--- src/rtl/serial_adder_pkg.sv ---
// Shared types and helpers for the chunk-serial adder/subtractor.
// Holds the FSM state encoding and the chunk-counter width function.
package serial_adder_pkg;

    typedef enum logic [1:0] {
        IDLE = 2'd0,
        RUN  = 2'd1,
        DONE = 2'd2
    } state_t;

    // A single-chunk configuration still needs a 1-bit counter.
    function automatic int cnt_width(input int n);
        return (n <= 1) ? 1 : $clog2(n);
    endfunction

endpackage

--- src/rtl/serial_adder_chunk_adder.sv ---
// CHUNK-bit ripple of full adders; also exposes the carry into its top bit
// so the caller can form two's-complement overflow on the final chunk.
module chunk_adder #(
    parameter int CHUNK = 1
) (
    input  logic [CHUNK-1:0] a,
    input  logic [CHUNK-1:0] b,
    input  logic             carryin,
    output logic [CHUNK-1:0] sum,
    output logic             carryout,
    output logic             carry_msb_in
);

    logic [CHUNK:0] c;

    always_comb begin
        c    = '0;
        sum  = '0;
        c[0] = carryin;
        for (int i = 0; i < CHUNK; i++) begin
            sum[i]   = a[i] ^ b[i] ^ c[i];
            c[i+1]   = (a[i] & b[i]) | (a[i] & c[i]) | (b[i] & c[i]);
        end
    end

    assign carryout     = c[CHUNK];
    assign carry_msb_in = c[CHUNK-1];

endmodule

--- src/rtl/serial_adder.sv ---
// Chunk-serial add/subtract: accepts operands in IDLE, adds CHUNK bits per
// cycle in RUN, and presents the result in DONE until the consumer takes it.
module serial_adder
    import serial_adder_pkg::*;
#(
    parameter int WIDTH = 8,
    parameter int CHUNK = 1
) (
    input  logic             clk,
    input  logic             rst_n,
    input  logic [WIDTH-1:0] a,
    input  logic [WIDTH-1:0] b,
    input  logic             carryin,
    input  logic             sub,
    input  logic             in_valid,
    output logic             in_ready,
    output logic [WIDTH-1:0] sum,
    output logic             carryout,
    output logic             overflow,
    output logic             out_valid,
    input  logic             out_ready
);

    // Handshake: an operand transfer happens on an edge where in_valid and
    // in_ready are both high; a result transfer where out_valid and
    // out_ready are both high. Valids are never gated by the opposite ready.

    localparam int NCHUNK = WIDTH / CHUNK;
    localparam int CW     = cnt_width(NCHUNK);
    localparam logic [CW-1:0] LAST = CW'(NCHUNK - 1);

    state_t            state;
    state_t            state_next;
    logic [CW-1:0]     cnt;
    logic              carry;
    logic [WIDTH-1:0]  a_reg;
    logic [WIDTH-1:0]  b_reg;
    logic              sub_reg;
    logic [WIDTH-1:0]  sum_reg;
    logic              carryout_reg;
    logic              overflow_reg;

    int                base;
    logic [WIDTH-1:0]  addend;
    logic [CHUNK-1:0]  slice_sum;
    logic              slice_carry;
    logic              slice_msb_carry;

    always_comb begin
        base   = int'(cnt) * CHUNK;
        addend = sub_reg ? ~b_reg : b_reg;
    end

    chunk_adder #(
        .CHUNK(CHUNK)
    ) u_chunk (
        .a           (a_reg[base +: CHUNK]),
        .b           (addend[base +: CHUNK]),
        .carryin     (carry),
        .sum         (slice_sum),
        .carryout    (slice_carry),
        .carry_msb_in(slice_msb_carry)
    );

    always_ff @(posedge clk) begin
        if (!rst_n) begin
            state <= IDLE;
        end else begin
            state <= state_next;
        end
    end

    always_comb begin
        state_next = state;
        case (state)
            IDLE:    if (in_valid)     state_next = RUN;
            RUN:     if (cnt == LAST)  state_next = DONE;
            DONE:    if (out_ready)    state_next = IDLE;
            default:                   state_next = IDLE;
        endcase
    end

    always_ff @(posedge clk) begin
        if (!rst_n) begin
            cnt          <= '0;
            carry        <= 1'b0;
            a_reg        <= '0;
            b_reg        <= '0;
            sub_reg      <= 1'b0;
            sum_reg      <= '0;
            carryout_reg <= 1'b0;
            overflow_reg <= 1'b0;
        end else begin
            case (state)
                IDLE: begin
                    if (in_valid) begin
                        a_reg   <= a;
                        b_reg   <= b;
                        sub_reg <= sub;
                        carry   <= sub ? 1'b1 : carryin;
                        cnt     <= '0;
                    end
                end
                RUN: begin
                    sum_reg[base +: CHUNK] <= slice_sum;
                    carry                  <= slice_carry;
                    cnt                    <= cnt + 1'b1;
                    // Only the top chunk's carries define the flags.
                    if (cnt == LAST) begin
                        carryout_reg <= slice_carry;
                        overflow_reg <= slice_msb_carry ^ slice_carry;
                    end
                end
                default: ;
            endcase
        end
    end

    assign in_ready  = (state == IDLE);
    assign out_valid = (state == DONE);
    assign sum       = sum_reg;
    assign carryout  = carryout_reg;
    assign overflow  = overflow_reg;

endmodule
--- config.mk ---
export PLATFORM = sky130hd
export DESIGN_NAME = serial_adder
export DESIGN_NICKNAME = d
export VERILOG_FILES = /design/src/rtl/serial_adder_pkg.sv /design/src/rtl/serial_adder_chunk_adder.sv /design/src/rtl/serial_adder.sv
export SDC_FILE = /design/constraint.sdc
export NUM_CORES = 1
export LEC_CHECK = 0
export ABC_AREA = 0
export BUFFER_PORTS_ARGS = -buffer_cell sky130_fd_sc_hd__buf_2
export CAP_MARGIN = 20
export CELL_PAD_IN_SITES_DETAIL_PLACEMENT = 0
export CELL_PAD_IN_SITES_GLOBAL_PLACEMENT = 1
export CORE_MARGIN = 2
export CORE_UTILIZATION = 43
export DETAILED_ROUTE_END_ITERATION = 6
export PLACE_DENSITY = 0.87
export SLEW_MARGIN = 40
export SYNTH_ARGS = -nofsm -noshare
export SYNTH_HDL_FRONTEND = slang
export SYNTH_SLANG_ARGS = --single-unit
--- constraint.sdc ---
create_clock -name clk -period 6.2 [get_ports clk]
set_input_delay 0 -clock clk [delete_from_list [all_inputs] [get_ports clk]]
set_output_delay 0 -clock clk [all_outputs]
set_load 0.005 [all_outputs]
# [After elaboration in Yosys (flattened, before gate mapping)]
# Cells that the tools add are included.
# W data, S select, Z words.
[totals] register_bits=33 input_bits=22
[classes] addsub=2 eq_ne=6 shift=4 n_mux=11 bitwise_logic=9 reduce_logical=6
[ops] operator="$neg A3 Y33" n=1
[ops] operator="$shift A1 B33 Y8 const A" n=1
[ops] operator="$shiftx A1 B33 Y8" n=1
[ops] operator="$shiftx A8 B4 Y1" n=2
[ops] operator="$bwmux W8" n=1
[ops] operator="$mux W8" n=1
[ops] operator="$not A8 Y8" n=1
[ops] operator="$mux W2" n=3
[ops] operator="$pmux W2 S3" n=1
[ops] operator="$pmux W3 S2" n=1
[ops] operator="$reduce_and A2 Y1" n=3
[ops] operator="$ne A2 B2 Y1 const B" n=2
[ops] operator="$add A3 B1 Y3 const B" n=1
[ops] operator="$and A1 B1 Y1" n=3
[ops] operator="$eq A3 B3 Y1 const B" n=1
[ops] operator="$mux W3" n=1
[ops] operator="$reduce_and A3 Y1" n=1
[ops] operator="$xor A1 B1 Y1" n=3
[ops] operator="$eq A2 B1 Y1 const B" n=1
[ops] operator="$eq A2 B2 Y1 const B" n=1
[ops] operator="$logic_not A2 Y1" n=1
[ops] operator="$mux W1" n=2
[ops] operator="$ne A2 B1 Y1 const B" n=1
[ops] operator="$or A1 B1 Y1" n=2
[ops] operator="other kinds (2)" n=2

# [Depth between registers and ports, before layout]
[depth] depth_word=7 mapped_depth=10 depth_no_buf=9

# [By module]
# A second synthesis with hierarchy kept.
[hier_totals] hier_cells=188 area_unflattened_um2=1644.1
[modules_own_cells] mod="serial_adder" n_inst=1 cells_per_inst=186 area_per_inst_um2=1616.6
[modules_own_cells] mod="chunk_adder" n_inst=1 cells_per_inst=2 area_per_inst_um2=27.5

# [Least setup slack after synthesis]
# Ideal clock, no wire load.
[synth_timing] path_kind="register -> register" from="reg cnt[0]" to="reg sum_reg[3], in the netlist sum[3]" arrival_ps=2320 t_required_ps=6128 slack_ps=3808 path_stages_with_launch=9 path_buffers=1 period_less_slack_ps=2392 cell_sequence="dfxtp_1 buf_6 mux4_1 nand2_1 nand2_1 fa_1 nand2_1 or4_4 mux2i_1"
[synth_via] elab_chain_len=5 word_cells_on_any_way=8 cone_classes="1 x add/sub; 4 x shift; 1 x mux; 2 x bitwise"
[synth_lines] element="start, declared" line_no="serial_adder.sv:34" source="logic [CW-1:0] cnt;"
[synth_lines] element="start signal, assigned" line_no="serial_adder.sv:107" source="cnt <= cnt + 1'b1;"
[synth_lines] element="$shiftx A8 B4 Y1, on equally long branches" line_no="serial_adder.sv:57, serial_adder.sv:58"
[synth_lines] element="$xor A1 B1 Y1 (2 in a row)" line_no="serial_adder_chunk_adder.sv:21" source="sum[i] = a[i] ^ b[i] ^ c[i];"
[synth_lines] element="$shiftx A1 B33 Y8" line_no="serial_adder.sv:105" source="sum_reg[base +: CHUNK] <= slice_sum;"
[synth_lines] element="$bwmux W8 (*)" line_no="serial_adder.sv:105"
[synth_lines] element="end signal, assigned by index" line_no="serial_adder.sv:105"
[synth_lines] element="end, declared" line_no="serial_adder.sv:39" source="logic [WIDTH-1:0] sum_reg;"
# Mark *: on every way between the ends. The rest lies on a longest branch, timed or not.
# A chain may end at the register's enable or synchronous reset.

# [Worst setup path after layout]
# Ends and elaborated chain as after synthesis.

==> flow_summary.html <==
<table>
<tr><th>Metric</th><th>Value</th></tr>
<tr><th colspan="2">Status</th></tr>
<tr><td>Status</td><td>completed</td></tr>
<tr><th colspan="2">Critical path</th></tr>
<tr><td>Crit-path most repeated cell</td><td>nand2_1</td></tr>
<tr><td>Maximum cell stage delay along the critical path</td><td>710 ps</td></tr>
<tr><td>Type of destination of the critical path</td><td>flip-flop</td></tr>
<tr><td>Critical setup path kind</td><td>flip-flop to flip-flop</td></tr>
<tr><td>Crit-path leading delay family</td><td>multiplexers</td></tr>
<tr><td>Crit. Startpoint</td><td>cnt[0]</td></tr>
<tr><td>Cell Chain, Critical Path</td><td>mux4_1 &gt; nand2_1 &gt; nand2_1 &gt; fa_1 &gt; nand2_1 &gt; or4_4 &gt; mux2i_1</td></tr>
<tr><td>Arrival time of data at the critical path endpoint</td><td>2970 ps</td></tr>
<tr><td>Required time worst endpoint</td><td>6410 ps</td></tr>
<tr><td>Worst-path cell with the longest stage delay</td><td>dfxtp_1</td></tr>
<tr><td>Bufs and invs on worst path</td><td>0</td></tr>
<tr><td>Critical Path Fanout Max</td><td>13</td></tr>
<tr><td>CP Launch Type</td><td>flip-flop</td></tr>
<tr><td>Reg-to-reg critical path startpoint</td><td>cnt[0]</td></tr>
<tr><th colspan="2">Synthesis</th></tr>
<tr><td>Share of flip-flops with an asynchronous set or reset</td><td>0</td></tr>
<tr><td>Number of enable flip-flop cells after synthesis</td><td>0</td></tr>
<tr><td>Syn nets</td><td>217</td></tr>
<tr><td>Post-synthesis cell count</td><td>187</td></tr>
<tr><td>Synth top area cells</td><td>dfxtp_1, nand2_1, a21boi_0</td></tr>
<tr><td>Unique masters post-synth</td><td>38</td></tr>
<tr><td>Share of Yosys cell area claimed by the top area cell type</td><td>0.400</td></tr>
<tr><td>Prevailing post-synth register cell</td><td>dfxtp_1</td></tr>
<tr><td>Avg Synthesized Cell Area</td><td>8.83 um2</td></tr>
<tr><td>Post-synthesis cell type with the largest combined area</td><td>dfxtp_1</td></tr>
<tr><td>Syn. warnings</td><td>0</td></tr>
<tr><td>Part of the Yosys area used for sequential elements</td><td>0.400</td></tr>
<tr><td>Flops &amp; latches, synth</td><td>33</td></tr>
<tr><td>Mapped Area</td><td>0.00165 mm2</td></tr>
<tr><th colspan="2">CTS</th></tr>
<tr><td>Number of gates resized after cts</td><td>0</td></tr>
<tr><td>Number of buffers created by CTS</td><td>5</td></tr>
<tr><td>Library cell used as clock root buffer</td><td>clkbuf_8</td></tr>
<tr><td>CTS max path bufs</td><td>2</td></tr>
<tr><td>CTS clk-pin slew, worst paths</td><td>60 ps</td></tr>
<tr><td>Post-CTS Repair Setup Buffers</td><td>0</td></tr>
<tr><td>Number of sinks driven by the clock tree</td><td>33</td></tr>
<tr><td>Insertion delay to the later sink of the worst-skew pair</td><td>280 ps</td></tr>
<tr><td>Level count of the clock H-tree</td><td>2</td></tr>
<tr><td>CTS tree</td><td>done</td></tr>
<tr><th colspan="2">STA</th></tr>
<tr><td>Minimum setup slack in the final design</td><td>3450 ps</td></tr>
<tr><td>Count of final max-slew check failures</td><td>0</td></tr>
<tr><td>Total negative slack for setup checks</td><td>0 ps</td></tr>
<tr><td>Highest clock rate</td><td>0.363 GHz</td></tr>
<tr><td>Finish-stage setup viols</td><td>0</td></tr>
<tr><td>Final hold violation count</td><td>0</td></tr>
<tr><td>Worst Skew</td><td>3.67 ps</td></tr>
<tr><td>Max-slew headroom</td><td>0.570</td></tr>
<tr><td>RSZ-0062 raised after global routing</td><td>false</td></tr>
<tr><td>Tightest Pin Transition</td><td>646 ps</td></tr>
<tr><td>Final worst path period share</td><td>0.444</td></tr>
<tr><td>Min Tclk post-route</td><td>2750 ps</td></tr>
<tr><th colspan="2">Placement</th></tr>
<tr><td>Place WS</td><td>3450 ps</td></tr>
<tr><td>Count of input and output buffers</td><td>33</td></tr>
<tr><td>Global placer's final weighted congestion</td><td>0.777</td></tr>
<tr><td>DP Area</td><td>0.00182 mm2</td></tr>
<tr><td>Final HPWL from detailed placement</td><td>2.21 mm</td></tr>
<tr><th colspan="2">Cells and area</th></tr>
<tr><td>Commonest non-fill, non-tap cell in the layout</td><td>nand2_1</td></tr>
<tr><td>Ant. Diodes</td><td>0</td></tr>
<tr><td>Total area of multi-input combinational cells</td><td>916 um2</td></tr>
<tr><td>Nets</td><td>265</td></tr>
<tr><td>Top library cells by usage in the layout, fill and taps aside</td><td>nand2_1, dfxtp_1, buf_2</td></tr>
<tr><td>Growth of design area from synthesis to finish</td><td>26.3%</td></tr>
<tr><td>Share of layout cells above drive strength 1</td><td>0.196</td></tr>
<tr><td>Final standard cell area without fillers</td><td>0.00209 mm2</td></tr>
<tr><td>Fill cell total of the finished layout</td><td>346</td></tr>
<tr><td>Area of all sequential standard cells</td><td>661 um2</td></tr>
<tr><th colspan="2">Detailed routing</th></tr>
<tr><td>DRT antenna net count</td><td>0</td></tr>
<tr><td>Routed vias/inst</td><td>4.84</td></tr>
<tr><td>Via count of the routed design</td><td>1369</td></tr>
<tr><td>Iteration-0 DRC count of the detailed router</td><td>43</td></tr>
<tr><td>Routed wire length per instance</td><td>12.1 um</td></tr>
<tr><td>Final routed DRC violation total</td><td>0</td></tr>
<tr><td>Total wire length after detailed routing</td><td>3.42 mm</td></tr>
<tr><td>Pre-Repair DR Iteration Count</td><td>4</td></tr>
<tr><th colspan="2">Floorplanning</th></tr>
<tr><td>Initial standard-cell utilization of the core</td><td>0.448</td></tr>
<tr><td>Floorplan Core Area</td><td>0.00369 mm2</td></tr>
<tr><td>Row count</td><td>22</td></tr>
<tr><td>Die Width</td><td>66.0 um</td></tr>
<tr><td>Die area</td><td>0.00435 mm2</td></tr>
<tr><td>Die H</td><td>66.0 um</td></tr>
<tr><td>I/O pin total</td><td>34</td></tr>
<tr><th colspan="2">Power and ir drop</th></tr>
<tr><td>PD cells</td><td>218 mW/mm2</td></tr>
<tr><td>VDD IR-drop max</td><td>153 uV</td></tr>
<tr><td>Total power after layout</td><td>0.000455 W</td></tr>
<tr><td>Leak Pwr</td><td>0.898 nW</td></tr>
<tr><th colspan="2">Global route</th></tr>
<tr><td>Largest net degree at the start of global routing</td><td>35</td></tr>
<tr><td>GRT Residual Overflow</td><td>0</td></tr>
<tr><td>GRT Total Usage</td><td>0.180</td></tr>
<tr><td>Number of global-route vias before repair</td><td>1292</td></tr>
<tr><td>Global-route wire length before repair</td><td>5.85 mm</td></tr>
<tr><td>Initial antenna violation count</td><td>0</td></tr>
<tr><th colspan="2">Min path</th></tr>
<tr><td>Hold Crit Class</td><td>input pin to flip-flop</td></tr>
<tr><td>Hold path startpoint</td><td>carryin</td></tr>
<tr><th colspan="2">Flow run</th></tr>
<tr><td>Max-capacitance violation count</td><td>0</td></tr>
</table>
tightest hold or removal path: cells and delay by family:
kind / cells / cell delay, ps
compound gates: 3 / 240
buf+inv: 1 / 70
simple gates: 1 / 100
layout make-up:
| class | count | share of cell area |
|---|---|---|
| multi-input cells | 140 | 0.439 |
| flip-flops and latches | 33 | 0.317 |
| clock buffers | 7 | 0.0414 |
| repair buffers | 51 | 0.166 |
| inverters | 4 | 0.00840 |
| well taps | 48 | 0.0288 |
metrics by stage:
step	cells	util	hold slack, ps
after floorplan	187	-	135
after global placement	258	0.493	252
after detailed placement	258	0.493	259
after CTS	283	0.565	155
after global routing	283	0.565	238
final	283	0.565	166
final timing paths:
| kind | slack [ps] | to | cells past startpoint |
|---|---|---|---|
| setup reg to reg | 3450 | sum[3] | 7 |
| setup / recovery | 3450 | sum[3] | 7 |
| hold / removal | 170 | carry | 5 |
| hold reg to reg | 460 | sum[2] | 2 |
cells in the mapped netlist, types with 2 or more instances:
cell / number
o21ai_0: 2
nand2_1: 53
a21boi_0: 20
nor2b_1: 5
o21a_1: 2
mux4_1: 2
nand3_1: 8
buf_2: 4
dfxtp_1: 33
buf_4: 2
inv_1: 3
ha_1: 7
clkbuf_1: 3
nor3_1: 3
nor2_1: 7
mux2i_1: 11
kinds of logic (layout without fill, tap and decap cells):
logic type      Yosys count  count (layout)  synth area share
flops                    33              33             0.400
compound gates           29              29             0.133
mux                      14              14             0.108
buf+inv                  14              62            0.0455
xor+xnor                  2               2            0.0106
simple gates             87              87             0.238
fa+ha+maj                 8               8            0.0651
metal layers:
layer	global-route usage	part of all wire	wire, um
met2	0.298	0.48	1640
met5	0	0	0
met4	0.0765	0.016	54
met1	0.215	0.47	1600
met3	0.0562	0.036	122
what timing repair did:
item | CTS | global route
endpoints found under the hold margin | 18 | 0
hold buffers | 18 | 0
setup endpoints to repair | 0 | 0
where the power goes:
part / total [W] / switching, W / internal [W] / leakage (nW)
Combinational: 0.0000651 / 0.0000317 / 0.0000334 / 0.584
Sequential: 0.000230 / 0.00000895 / 0.000221 / 0.269
Clock: 0.000160 / 0.0000722 / 0.0000879 / 0.0443
Power figures use the tool's default switching activity.
